==> src/rtl/memory_port_arbiter.sv <==
// Round-robin arbiter sharing one single-port memory between instruction fetch and load/store.
// Optional BUSY watchdog enabled by defining ARB_TIMEOUT_EN (aborts with err after TIMEOUT cycles).
module memory_port_arbiter #(
    parameter int unsigned ADDR_W  = 64,
    parameter int unsigned DATA_W  = 64,
    parameter int unsigned TIMEOUT = 255
) (
    input  logic              clock,
    input  logic              reset,
    input  logic              i_req,
    input  logic [ADDR_W-1:0] i_addr,
    output logic              i_done,
    output logic [DATA_W-1:0] i_rdata,
    input  logic              d_req,
    input  logic              d_we,
    input  logic [ADDR_W-1:0] d_addr,
    input  logic [DATA_W-1:0] d_wdata,
    output logic              d_done,
    output logic [DATA_W-1:0] d_rdata,
    output logic              err,
    output logic              mem_req,
    output logic              mem_we,
    output logic [ADDR_W-1:0] mem_addr,
    output logic [DATA_W-1:0] mem_wdata,
    input  logic [DATA_W-1:0] mem_rdata,
    input  logic              mem_ack
);
    typedef enum logic [1:0] {StIdle, StBusy, StDone} state_e;

    localparam logic OwnFetch = 1'b0;
    localparam logic OwnData  = 1'b1;

    state_e            state_q, state_d;
    logic              owner_q, owner_d;
    logic              last_q, last_d;
    logic              we_q, we_d;
    logic [ADDR_W-1:0] addr_q, addr_d;
    logic [DATA_W-1:0] wdata_q, wdata_d;
    logic [DATA_W-1:0] i_rdata_q, i_rdata_d;
    logic [DATA_W-1:0] d_rdata_q, d_rdata_d;
    logic              grant_data;
    logic              timeout_hit;

    always_comb begin
        state_d    = state_q;
        owner_d    = owner_q;
        last_d     = last_q;
        we_d       = we_q;
        addr_d     = addr_q;
        wdata_d    = wdata_q;
        i_rdata_d  = i_rdata_q;
        d_rdata_d  = d_rdata_q;
        grant_data = 1'b0;
        case (state_q)
            StIdle: begin
                if (i_req || d_req) begin
                    // On a tie, data wins unless it was the last one granted.
                    grant_data = d_req && (!i_req || (last_q == OwnFetch));
                    owner_d    = grant_data;
                    last_d     = grant_data;
                    we_d       = grant_data ? d_we : 1'b0;
                    addr_d     = grant_data ? d_addr : i_addr;
                    wdata_d    = grant_data ? d_wdata : '0;
                    state_d    = StBusy;
                end
            end
            StBusy: begin
                if (mem_ack) begin
                    if (owner_q == OwnData) begin
                        d_rdata_d = we_q ? '0 : mem_rdata;
                    end else begin
                        i_rdata_d = mem_rdata;
                    end
                    state_d = StDone;
                end else if (timeout_hit) begin
                    if (owner_q == OwnData) begin
                        d_rdata_d = '0;
                    end else begin
                        i_rdata_d = '0;
                    end
                    state_d = StDone;
                end
            end
            StDone:  state_d = StIdle;
            default: state_d = StIdle;
        endcase
    end

    always_ff @(posedge clock or negedge reset) begin
        if (!reset) begin
            state_q   <= StIdle;
            owner_q   <= OwnFetch;
            last_q    <= OwnFetch;
            we_q      <= 1'b0;
            addr_q    <= '0;
            wdata_q   <= '0;
            i_rdata_q <= '0;
            d_rdata_q <= '0;
        end else begin
            state_q   <= state_d;
            owner_q   <= owner_d;
            last_q    <= last_d;
            we_q      <= we_d;
            addr_q    <= addr_d;
            wdata_q   <= wdata_d;
            i_rdata_q <= i_rdata_d;
            d_rdata_q <= d_rdata_d;
        end
    end

`ifdef ARB_TIMEOUT_EN
    logic [31:0] cnt_q;
    logic        err_q;

    assign timeout_hit = (state_q == StBusy) && !mem_ack && ((cnt_q + 32'd1) >= 32'(TIMEOUT));

    always_ff @(posedge clock or negedge reset) begin
        if (!reset) begin
            cnt_q <= '0;
            err_q <= 1'b0;
        end else begin
            err_q <= timeout_hit;
            if (state_q != StBusy) begin
                cnt_q <= '0;
            end else if (!mem_ack) begin
                cnt_q <= cnt_q + 32'd1;
            end
        end
    end

    assign err = err_q;
`else
    logic unused_timeout;
    assign unused_timeout = (TIMEOUT != 0);
    assign timeout_hit    = 1'b0;
    assign err            = 1'b0;
`endif

    assign mem_req   = (state_q == StBusy);
    assign mem_we    = mem_req & we_q;
    assign mem_addr  = mem_req ? addr_q : '0;
    assign mem_wdata = mem_req ? wdata_q : '0;
    assign i_done    = (state_q == StDone) && (owner_q == OwnFetch);
    assign d_done    = (state_q == StDone) && (owner_q == OwnData);
    assign i_rdata   = i_rdata_q;
    assign d_rdata   = d_rdata_q;

endmodule
==> config.mk <==
export PLATFORM = sky130hd
export DESIGN_NAME = memory_port_arbiter
export DESIGN_NICKNAME = d
export VERILOG_FILES = /design/src/rtl/memory_port_arbiter.sv
export SDC_FILE = /design/constraint.sdc
export NUM_CORES = 1
export LEC_CHECK = 0
export CAP_MARGIN = 5
export CORE_AREA = 2 2 206 208
export CTS_CLUSTER_SIZE = 16
export DETAILED_ROUTE_END_ITERATION = 12
export DIE_AREA = 0 0 208 210
export PLACE_DENSITY_LB_ADDON = 0.1
export SYNTH_ARGS = -nofsm -noshare
export SYNTH_HDL_FRONTEND = slang
export SYNTH_SLANG_ARGS = --single-unit
==> constraint.sdc <==
create_clock -name clock -period 4.9 [get_ports clock]
set_input_delay 1.47 -clock clock [delete_from_list [all_inputs] [get_ports clock]]
set_output_delay 1.47 -clock clock [all_outputs]
set_load 0.005 [all_outputs]
==> flow_summary.yaml, run 1 <==
outcome:
  status: "complete, no violations"
placement:
  portBuffers: 521
  hpwl_mm: 29.0
  dpl-instance-area_sq_um: 17200
  dp_slack_ns: 1.24
  gp_congestion: 0.750
timing:
  report.final.setup_viol: 0
  min_period_ns: 3.91
  tightestPinTransition_ns: 0.896
  final-hold-violation-count: 0
  slew_headroom_pct: 40.3
  fin_skew_ns: 0.00946
  rsz0062_at_grt: "false"
  finalCritPeriodShare_pct: 79.7
  drv_slew: 0
  setup_ws_ns: 0.993
  setup_tns_ns: 0
  hold_ws_ns: 0.475
  fmax_ghz: 0.256
drt:
  ant_nets: 0
  drc: 0
  first_pass_iters: 4
  vias: 8830
  drtIter0Drc: 242
  vias_per_cell: 4.45
  routed_wl_mm: 39.8
  avgRoutedWirePerCell_um: 20.1
clock_network:
  clk_pin_slew_worst_paths_ns: 0.06
  cts.sinks: 260
  cts_setup_buffers: 0
  cts_root_buf: "clkbuf_16"
  cts_buffers: 31
  cts_resized: 0
  htree_levels: 1
  hold_buffers: 0
  clock_path_buffers: 3
  cts_tree: "built"
  clkLatencyLatePin_ns: 0.56
pwr:
  p_sw_mw: 3.29
  comb_power_share_pct: 45.0
  finalPower_mw: 10.8
  peakVddDrop_uv: 315
  leakagePower_nw: 7.64
  pwr-share-seq_pct: 34.4
  clkPwrFrac_pct: 20.5
  switching_share_pct: 30.5
  p_int_mw: 7.51
  power.density_nw_per_um2: 593
grt:
  grt_pass1_vias: 9373
  grt_start_max_net_pins: 110
  grt_pass1_wl_mm: 59.8
  grt_antenna_before_repair: 10
  grt-ovfl-total: 0
  groute.usage.overall_pct: 17.8
floorplan:
  num_io_pins: 523
  core-area_sq_um: 41500
  dieHeight_um: 210
  die_width_um: 208
  dieArea_sq_um: 43700
  initial_utilization_pct: 27.7
  rows: 75
worst_setup_path:
  critPathLaunchType: "flip-flop"
  worstSetupPathType: "flip-flop to output port"
  cp.arrival_ns: 2.44
  crit_fanout: 92
  endpoint_kind: "output port"
  required_ns: 3.43
  r2r_slack_ns: 2.75
  rr_startpoint: "last_q$_DFFE_PN0P_"
  critPathLaunch: "state_q[1]$_DFFE_PN0P_"
layout:
  fin_area_sq_um: 18200
  nFillCells: 3980
  layout.nets: 1689
  area_growth_pct: 58.9
  final_cell_mix: "520 x clkdlybuf4s50_1, 260 x dfrtp_1, 132 x mux2_2"
  drive_gt1_share_pct: 14.2
  final_common_cell: "clkdlybuf4s50_1"
run:
  maxCapViolCount: 0
synthesis:
  synth_cell_type_count: 23
  synth_cells: 924
  synth-async-reset-ratio_pct: 100
  synth.yosys.warnings: 0
  syn_area_per_cell_sq_um: 12.4
  synth_seq_cells: 260
  yosysSeqAreaShare_pct: 56.7
  synth-edff-count: 0
  netlist_area_sq_um: 11500
  ys.flop_type: "dfrtp_1"
  syn_nets: 1186
hold_path:
  hp-class: "flip-flop to flip-flop"
  hp-start: "d_rdata[50]$_DFFE_PN0P_"
==> per-layer routing <==
metal | track usage, % | wire length (um) | vias up
met2 | 29.8 | 19100 | 324
met3 | 7.99 | 4180 | 63
met5 | 0 | 97 | -
met4 | 5.09 | 951 | 14
met1 | 20.6 | 15500 | 4267
li1 | - | - | 4162
==> synth_stat cells, types with 2 or more instances <==
library cell | number | area [sq um]
nand2_1 | 65 | 244
nor3b_1 | 2 | 15.0
buf_4 | 7 | 52.6
nand2b_1 | 65 | 407
mux2_1 | 60 | 676
mux2_2 | 132 | 1490
o21ai_0 | 65 | 325
and2_1 | 130 | 813
clkbuf_1 | 37 | 139
buf_2 | 19 | 95.1
buf_6 | 7 | 78.8
a22o_1 | 65 | 569
dfrtp_1 | 260 | 6510
==> per-stage QoR <==
stage | utilization [%] | std cells
after floorplan | - | 924
after global routing | 43.9 | 1983
after CTS | 43.9 | 1982
after global placement | 41.6 | 1933
final | 43.9 | 1985
after detailed placement | 41.6 | 1933
==> final timing paths <==
kind,end,depth (start not counted)
max in group asynchronous,i_rdata[41]$_DFFE_PN0P_,2
setup / recovery,mem_we,5
hold / removal,d_rdata[50]$_DFFE_PN0P_,2
hold reg to reg,d_rdata[50]$_DFFE_PN0P_,2
setup reg to reg,addr_q[57]$_DFFE_PN0P_,4
min in group asynchronous,i_rdata[19]$_DFFE_PN0P_,1
==> cell families after synthesis <==
kind of cell	share of synthesized area (%)
and+or+nand+nor	13.1
DFF	56.7
muxes	18.9
AOI/OAI and AO/OA	8.00
buffers and inverters	3.25
other	0.0327
==> sequential cells by signal, summed over array words and instances, names as in the netlist <==
register / count
addr_q: 64
d_rdata: 64
i_rdata: 64
last_q: 1
state_q: 2
wdata_q: 64
we_q: 1
==> area by class of cell <==
cell class	instances	area, sq um	area share, %
repair buffers	541	5460	29.9
clock buffers	45	948	5.20
flip-flops and latches	260	6510	35.7
well taps	539	674	3.70
inverters	1	3.75	0.0206
multi-input cells	592	4610	25.3
diodes	3	7.51	0.0412
clock inverters	4	23.8	0.130
==> power groups by stage <==
stage | clock (mW) | sequential [mW] | combinational (mW)
after floorplan | 0 | 3.68 | 2.15
after CTS | 2.31 | 3.73 | 4.99
after detailed placement | 0 | 3.74 | 4.98
after global placement | 0 | 3.72 | 4.96
after global routing | 2.39 | 3.86 | 5.28
final | 2.22 | 3.72 | 4.87
==> critical path: stages, from the launching register on <==
cell	delay, ns
dfrtp_1	0.41
nand2b_1	0.21
inv_2	0.10
buf_12	0.29
and2_1	0.19
clkdlybuf4s50_1	0.60
Power figures use the tool's default switching activity.
==> run 2, diff against run 1 <==
Settings changed: CORE_AREA 2 2 206 208 to 2 2 201 203, DIE_AREA 0 0 208 210 to 0 0 203 205.
Clock period 4.9 ns to 3.9 ns, I/O delays scaled along.
==> run 2 against run 1 <==
Net effect:
- via count is 0.76% higher
- combinational power is 27% higher
- highest routed layer unchanged
- wire length is 1.6% lower
- clock-buffer cell count is 2 higher
- clock power is 32% higher
- largest power group unchanged
- sequential share of layout area is 0.38 points lower
- register-to-register slack worse by 0.89 ns
==> flow_summary.yaml, run 2 (synthesis results as in run 1) <==
outcome:
  status: "complete, no violations"
worst_setup_path:
  worstSetupPathType: "flip-flop to output port"
  path_cells: "nand2b_1, clkinv_2, buf_4, and2_1, clkdlybuf4s50_1"
  required_ns: 2.73
  cp.arrival_ns: 2.52
  worst-path-buf-inv: 3
  slowest_delay_ns: 0.52
  endpoint_kind: "output port"
  crit_family: "buffers and inverters"
  critPathLaunchType: "flip-flop"
  cp_slowest_cell: "clkdlybuf4s50_1"
  crit_fanout: 23
  r2r_slack_ns: 1.86
grt:
  grt_start_max_net_pins: 70
  groute.usage.overall_pct: 18.3
  grt_pass1_wl_mm: 58.6
  grt_pass1_vias: 9384
  grt_antenna_before_repair: 5
  grt-ovfl-total: 0
timing:
  fmax_ghz: 0.271
  final-hold-violation-count: 0
  drv_slew: 0
  rsz0062_at_grt: "false"
  fin_skew_ns: 0.00628
  hold_ws_ns: 0.475
  tightestPinTransition_ns: 0.811
  finalCritPeriodShare_pct: 94.5
  min_period_ns: 3.69
  setup_tns_ns: 0
  report.final.setup_viol: 0
  slew_headroom_pct: 45.9
drt:
  ant_nets: 0
  vias_per_cell: 4.48
  avgRoutedWirePerCell_um: 19.7
  drc: 0
  routed_wl_mm: 39.2
  wl_met3_mm: 3.99
  first_pass_iters: 4
  routed.top_layer: "met5"
  wl_met1_mm: 15.1
  wl_met2_mm: 19.2
  drtIter0Drc: 326
  vias: 8897
placement:
  dpl-instance-area_sq_um: 17400
  gp_congestion: 0.776
  portBuffers: 521
  dp.cells: 1925
  hpwl_mm: 28.8
layout:
  drive_gt1_share_pct: 15.1
  multi_input_area_sq_um: 4610
  nFillCells: 3695
  fin_cells: 1986
  layout.nets: 1695
  final_common_cell: "clkdlybuf4s50_1"
  final_util_pct: 46.8
  final_cell_mix: "520 x clkdlybuf4s50_1, 259 x dfrtp_1, 132 x mux2_2"
  area_growth_pct: 60.7
  fin_area_sq_um: 18400
  seq_area_sq_um: 6510
clock_network:
  htree_levels: 1
  cts_buffers: 31
  hold_buffers: 0
  clock_path_buffers: 3
  cts_root_buf: "clkbuf_16"
  clk_pin_slew_worst_paths_ns: 0.06
  cts.sinks: 260
  cts_tree: "built"
  clkLatencyLatePin_ns: 0.55
run:
  maxCapViolCount: 0
pwr:
  peakVddDrop_uv: 323
  power.density_nw_per_um2: 750
  leakagePower_nw: 7.74
floorplan:
  core-area_sq_um: 39400
  die_width_um: 203
  rows: 73
  num_io_pins: 523
  initial_utilization_pct: 29.1
  dieArea_sq_um: 41600
  dieHeight_um: 205
hold_path:
  hp-class: "flip-flop to flip-flop"
==> run 2: where the power goes <==
part / total [mW] / internal (mW) / leakage (nW) / switching, mW
Combinational: 6.20 / 3.85 / 4.01 / 2.36
Clock: 2.92 / 1.76 / 0.533 / 1.16
Sequential: 4.69 / 4.03 / 3.20 / 0.659
Total: 13.8 / 9.64 / 7.74 / 4.17
==> run 2: final timing paths <==
path                            cells past startpoint                       to                    start
worst min register to register                      2  d_rdata[55]$_DFFE_PN0P_  d_rdata[55]$_DFFE_PN0P_
worst max register to register                      4   addr_q[40]$_DFFE_PN0P_       last_q$_DFFE_PN0P_
max in group asynchronous                           2    addr_q[3]$_DFFE_PN0P_                    reset
worst max-delay path                                5            mem_wdata[63]   state_q[1]$_DFFE_PN0P_
min in group asynchronous                           1  i_rdata[15]$_DFFE_PN0P_                    reset
worst min-delay path                                2  d_rdata[55]$_DFFE_PN0P_  d_rdata[55]$_DFFE_PN0P_
==> run 2: cell type report <==
cell class                 instances  share of cell area (%)
antenna                            3                  0.0407
clock buffer                      47                    5.24
clock inverter                    11                   0.475
inverter                           1                  0.0272
multi-input combinational        592                    25.0
sequential                       260                    35.3
tap                              525                    3.56
timing repair buffer             547                    30.3
==> run 2: worst min-delay path: stages, from the launching register on <==
cell     delay (ns)
dfrtp_1        0.34
nand2_1        0.04
o21ai_0        0.06
==> run 2: repair_timing <==
item | in CTS | in global routing
resized for setup | 0 | 1
setup endpoints to repair | 0 | 8
setup buffers | 0 | 0
==> run 2: through the flow <==
stage               power, mW  setup WS (ns)
finish                   13.8          0.214
global route             14.7         0.0353
CTS                      14.1         0.0449
detailed placement       11.0          0.659
global placement         11.0          0.667
floorplan                7.33           1.47
==> run 2: layer usage <==
metal  global-route usage (%)  vias up
li1                         -     4184
met5                        0        -
met2                     31.3      329
met4                     5.21        4
met3                     7.45       55
met1                     21.1     4325
==> run 3, diff against run 2 <==
Settings changed: ABC_CLOCK_PERIOD_IN_PS from default to 3900.
==> results of run 3 <==
Final layout, timing and power as in run 2 (identical DEF).
==> RTL change 1, RTL diff (settings of run 1) <==
Encoding of `state_e`: now one-hot (3 bits for 3 states).
--- a/src/rtl/memory_port_arbiter.sv
+++ b/src/rtl/memory_port_arbiter.sv
@@ -26,5 +26,5 @@
     input  logic              mem_ack
 );
-    typedef enum logic [1:0] {StIdle, StBusy, StDone} state_e;
+    typedef enum logic [2:0] {StIdle = 3'b001, StBusy = 3'b010, StDone = 3'b100} state_e;
 
     localparam logic OwnFetch = 1'b0;
Behaviour: same outputs for any inputs over 4 cycles, from zero or initial values and one cycle with reset low; so few cycles prove little.
==> RTL change 1 against run 1 <==
Synthesized area grew 3.4%; setup slack got worse by 15 ps; wire length rose by 7.4%; power fell by 6.1%; sequential cell count grew 1; clock power is 6% higher; final cell count rose by 4.0%; final area increased by 1.9%; critical endpoint unchanged; largest power group unchanged; highest routed layer is now met4.
==> RTL change 1: results (changes against run 1) <==
stage,metric,value,unit,change
run_status,status,"complete, no violations",,
drt,vias per inst,4.774,,+7.3%
drt,DRT iter0 DRCs,424,,+75%
cts,Worst-Skew Late Latency,530,ps,-30 ps
power,Sw Share,0.3195,,+0.01492
cts,Hold Buf Count CTS,0,,unchanged
layout,Finished Layout Cells,2065,,+4.0%
place,placed cell area,17550,um^2,+1.7%
hold_path,Min-Delay Startpoint,i_rdata[58],,
setup_path,reg2reg start,state_q[2],,
global_routing,first-pass GRT wire length,64770,um,+8.3%
yosys,Synth Warn #,0,,unchanged
place,RePlAce Congestion,0.7734,,+3.2%
cts,CTS buffer count,34,,+9.7%
yosys,register area share after synthesis,0.5510,,-0.01634
yosys,leading post-synthesis cells by cell area,"dfrtp_1 (55%), and2_1 (6.9%), mux2_1 (6.1%)",,
drt,drt first pass iters,4,,unchanged
yosys,Syn Inst Count,1021,,+10%
global_routing,largest net degree at the start of global routing,90,,-18%
cts,Clock transition at path regs,60,ps,about the same
setup_path,R2R Path End,i_rdata[0],,
global_routing,antenna violations before repair,3,,-7
place,placed cells,2004,,+3.7%
cts,"Setup Fix Bufs, Post-CTS",0,,unchanged
power,LEAKAGE,7.588,nW,-0.63%
sta,Worst Skew,19.00,ps,+9.540 ps
setup_path,Worst Reg2Reg Path Length in Cells,5,,+1
place,Port-buffer cells,521,,unchanged
yosys,asr flop ratio synth,1.000,,unchanged
yosys,Post-synth top cells,"dfrtp_1 (260), and2_1 (130), clkbuf_1 (69)",,
drt,Detailed Route WL,42760,um,+7.4%
cts,post-CTS sizing,0,,unchanged
place,post-place setup slack,1395,ps,+157.5 ps
power,VDD IR-drop max,252.7,uV,-20%
yosys,"Distinct cells, synth",29,,+26%
global_routing,Tot GR Track Use,0.1913,,+0.01304
global_routing,vias in the first global route,10270,,+9.6%
hold_path,"Endpoint, Worst Hold",i_rdata[58],,
layout,share of cells above drive strength 1,0.09258,,-0.04948
setup_path,r2r setup slk,2390,ps,-360 ps
hold_path,hold depth,1,,-1
cts,maximum clock path buffer count,3,,unchanged
layout,Total Nets Final,1763,,+4.4%
cts,Root Buffer,clkbuf_16,,
sta,worst slew pin tran,1021,ps,+124.9 ps
cts,number of H-tree levels,2,,+1
yosys,Mapped Nets,1283,,+8.2%
setup_path,CP Max Fanout,46,,-50%
place,dpl hpwl,29230,um,+0.66%
[RTL change 1: changes by cell type after synthesis, sizes merged, moves of 65 or more]
cell / run 1 / this run
a22o: 65 / 0
nand4: 0 / 65
nor2b: 0 / 65
inv: 1 / 68
nand2b: 65 / 0
[RTL change 1: how the worst max path moves through the flow]
stage	slack, ps	to	depth (start not counted)	start
2_1_floorplan	2070	mem_addr[48]	4	state_q[2]
3_3_place_gp	1400	addr_q[20]	5	i_req
3_5_place_dp	1390	addr_q[20]	5	i_req
4_1_cts	920	mem_we	4	state_q[2]
5_1_grt	800	mem_wdata[57]	4	state_q[1]
6_report	980	mem_we	4	state_q[2]
[RTL change 1: area by class of cell]
class                           count  area (um^2)
Timing Repair Buffer              541         5428
Clock inverter                      4        27.53
Fill cell                        3991        22900
Tap cell                          539        674.4
Multi-Input combinational cell    595         4658
Inverter                           68        255.2
Sequential cell                   261         6534
Antenna cell                        3        7.507
Clock buffer                       54        997.2
[RTL change 1: worst max-delay path, cell delays in order, from the launching register on]
cell and delay (ps):
dfrtp_1 450, nor3b_4 260, buf_4 430, and2_1 200, clkdlybuf4s50_1 560
[RTL change 1: power groups by stage]
stage	combinational [mW]	sequential [mW]	clock [mW]
after floorplan	1.90	3.57	0
after global placement	4.23	3.62	0
after detailed placement	4.26	3.63	0
after CTS	4.26	3.61	2.44
after global routing	4.54	3.74	2.52
final	4.18	3.61	2.36
[RTL change 1: logic make-up after synthesis]
kind of cell / count (synthesis) / synth area share
DFF: 261 / 0.5510
muxes: 128 / 0.1216
and+or+nand+nor: 269 / 0.1437
buffers and inverters: 165 / 0.05888
other: 1 / 0.0003163
AOI/OAI and AO/OA: 197 / 0.1245
[RTL change 1: metal layers]
metal,GRT usage,part of all wire,vias up
li1,-,-,4585
met1,0.2348,0.41,4833
met2,0.3146,0.48,374
met3,0.06809,0.084,67
met4,0.06065,0.026,0
met5,0,0,-
[RTL change 1: through the flow]
stage / utilization / hold WS (ps)
after global placement: 0.4231 / 466.5
after CTS: 0.4478 / 486.6
final: 0.4480 / 481.3
after detailed placement: 0.4231 / 474.0
after global routing: 0.4480 / 497.0
after floorplan: - / 482.8
==> RTL change 2, RTL diff (config.mk and constraints of run 1) <==
Made on the original files. The option `ARB_TIMEOUT_EN` is turned on by a define.
--- a/src/rtl/memory_port_arbiter.sv
+++ b/src/rtl/memory_port_arbiter.sv
@@ -1,4 +1,6 @@
 // Round-robin arbiter sharing one single-port memory between instruction fetch and load/store.
 // Optional BUSY watchdog enabled by defining ARB_TIMEOUT_EN (aborts with err after TIMEOUT cycles).
+`define ARB_TIMEOUT_EN
+
 module memory_port_arbiter #(
     parameter int unsigned ADDR_W  = 64,
Formal check against the unedited RTL: same outputs for any inputs over 4 cycles, from zero or initial values and one cycle with reset low; that may be too few to reach the edited logic, so the function may still have changed.
==> RTL change 2 against run 1 <==
Non-clock buffer count down 2; wire length up 17%; power increased by 5.3%; final area grew 8.9%; sequential cell count increased by 33; critical endpoint is now mem_wdata[41]; largest cell class unchanged; synthesized area rose by 13%; count of clock-buffer cells in the layout increased by 9; setup slack improved by 51 ps.
==> RTL change 2: results (changes against run 1) <==
stage,metric,value,unit,change
yosys,Synth Warn #,0,,unchanged
job,total of max-cap violations,0,,unchanged
hold_path,Min-Delay Path Class,flip-flop to flip-flop,,
yosys,"Distinct cells, synth",52,,+130%
place,dpl hpwl,33290,um,+15%
drt,vias per inst,4.852,,+9.1%
global_routing,largest net degree at the start of global routing,196,,+78%
yosys,register area share after synthesis,0.5682,,+0.0008458
setup_path,Worst Reg2Reg Path Length in Cells,10,,+6
yosys,Post-synth top cells,"dfrtp_1 (293), a22o_1 (193), and2_1 (133)",,
place,Port-buffer cells,522,,+0.19%
sta,Worst slew margin,0.4339,,+0.03107
setup_path,"delay-heaviest family, CP",buffers and inverters,,
cts,Worst-Skew Late Latency,530,ps,-30 ps
drt,Detailed Route WL,46630,um,+17%
yosys,Synth Flop Type,dfrtp_1,,
setup_path,Critical Path Max Stage Delay,520,ps,-80 ps
sta,Worst Skew,19.73,ps,+10.27 ps
layout,share of cells above drive strength 1,0.05433,,-0.08773
setup_path,R2R Path End,i_rdata[42],,
setup_path,"Slowest-stage cell, CP",clkdlybuf4s50_1,,
power,LEAKAGE,8.610,nW,+13%
setup_path,WP data arrival,2390,ps,-50 ps
place,RePlAce Congestion,0.8463,,+13%
setup_path,CP Max Fanout,132,,+43%
cts,Clock transition at path regs,60,ps,about the same
setup_path,CP endpoint,mem_wdata[41],,
setup_path,r2r setup slk,1520,ps,-1230 ps
drt,DRT iter0 DRCs,703,,+190%
cts,"Setup Fix Bufs, Post-CTS",0,,unchanged
run_status,status,"complete, no violations",,
yosys,leading post-synthesis cells by cell area,"dfrtp_1 (57%), a22o_1 (13%), and2_1 (6.4%)",,
global_routing,first-pass GRT wire length,69730,um,+17%
cts,CTS buffer count,35,,+13%
setup_path,Worst Setup SP,state_q[1],,
cts,post-CTS sizing,0,,unchanged
global_routing,antenna violations before repair,4,,-6
global_routing,vias in the first global route,10810,,+15%
layout,Total Nets Final,1875,,+11%
global_routing,Tot GR Track Use,0.2072,,+0.02899
cts,number of H-tree levels,2,,+1
sta,setup_tns,0,ps,unchanged
power,VDD IR-drop max,242.0,uV,-23%
place,placed cell area,18650,um^2,+8.1%
yosys,Mapped Nets,1389,,+17%
cts,Root Buffer,clkbuf_16,,
cts,maximum clock path buffer count,3,,unchanged
setup_path,reg2reg start,cnt_q[0],,
drt,drt first pass iters,5,,+1
==> RTL change 2: cell count changes after synthesis, sizes merged, moves of 21 or more <==
cell / change
mux2: -191
dfrtp: +33
nor2: +49
xor2: +21
clkbuf: +25
mux2i: +66
nand2b: -64
a22o: +128
==> RTL change 2: where the power goes <==
group	switching [mW]	leakage, nW	internal [mW]
clock	1.05	0.592	1.65
combinational	1.93	4.26	2.66
sequential	0.598	3.75	3.48
total	3.58	8.61	7.79
==> RTL change 2: metal layers <==
layer	vias to the layer above	part of all wire	routed length [um]	global-route usage
li1	5000	-	-	-
met1	5143	0.40	18580	0.2541
met2	380	0.50	23450	0.3528
met3	53	0.078	3641	0.06302
met4	2	0.020	951	0.05943
met5	-	0.00028	13	0
==> RTL change 2: cell type report <==
type | instances | area (um^2)
Antenna cell | 3 | 7.507
Multi-Input combinational cell | 739 | 5172
Sequential cell | 293 | 7332
Inverter | 3 | 11.26
Clock buffer | 54 | 1059
Clock inverter | 10 | 140.1
Fill cell | 3886 | 21620
Tap cell | 539 | 674.4
Timing Repair Buffer | 539 | 5458
==> RTL change 2: worst min path at each step <==
stage / from / endpoint / slack, ps / cells after the start
final: addr_q[20] / addr_q[20] / 470 / 2
after global routing: addr_q[17] / addr_q[17] / 490 / 2
after CTS: addr_q[35] / addr_q[35] / 470 / 2
after detailed placement: addr_q[35] / addr_q[35] / 460 / 2
after global placement: addr_q[20] / addr_q[20] / 450 / 2
after floorplan: addr_q[0] / addr_q[0] / 440 / 2
==> RTL change 2: kinds of logic (layout without fill, tap and decap cells) <==
kind of cell             Yosys count  count (layout)  share of synthesized area
AND/OR/NAND/NOR                  345             345                     0.1448
flip-flops                       293             293                     0.5682
AO/OA/AOI/OAI                    284             284                     0.1705
buffers and inverters             93             606                    0.03471
multiplexers                      67              67                    0.05206
XOR/XNOR                          41              41                    0.02783
adder cells (fa/ha/maj)            2               2                   0.001939
other                              0               3                          0
==> RTL change 2: stage by stage <==
stage / instances / hold WS, ps / setup slack, ps
after global routing: 2180 / 492.0 / 890.5
final: 2180 / 468.5 / 1045
after CTS: 2177 / 474.8 / 1005
after detailed placement: 2113 / 462.0 / 1299
after global placement: 2113 / 453.3 / 1325
after floorplan: 1125 / 441.8 / 1989
==> RTL change 2: worst min-delay path, stage by stage, from the launching register on <==
cell and delay, ps:
dfrtp_1 330, nand2_1 40, o21ai_0 60
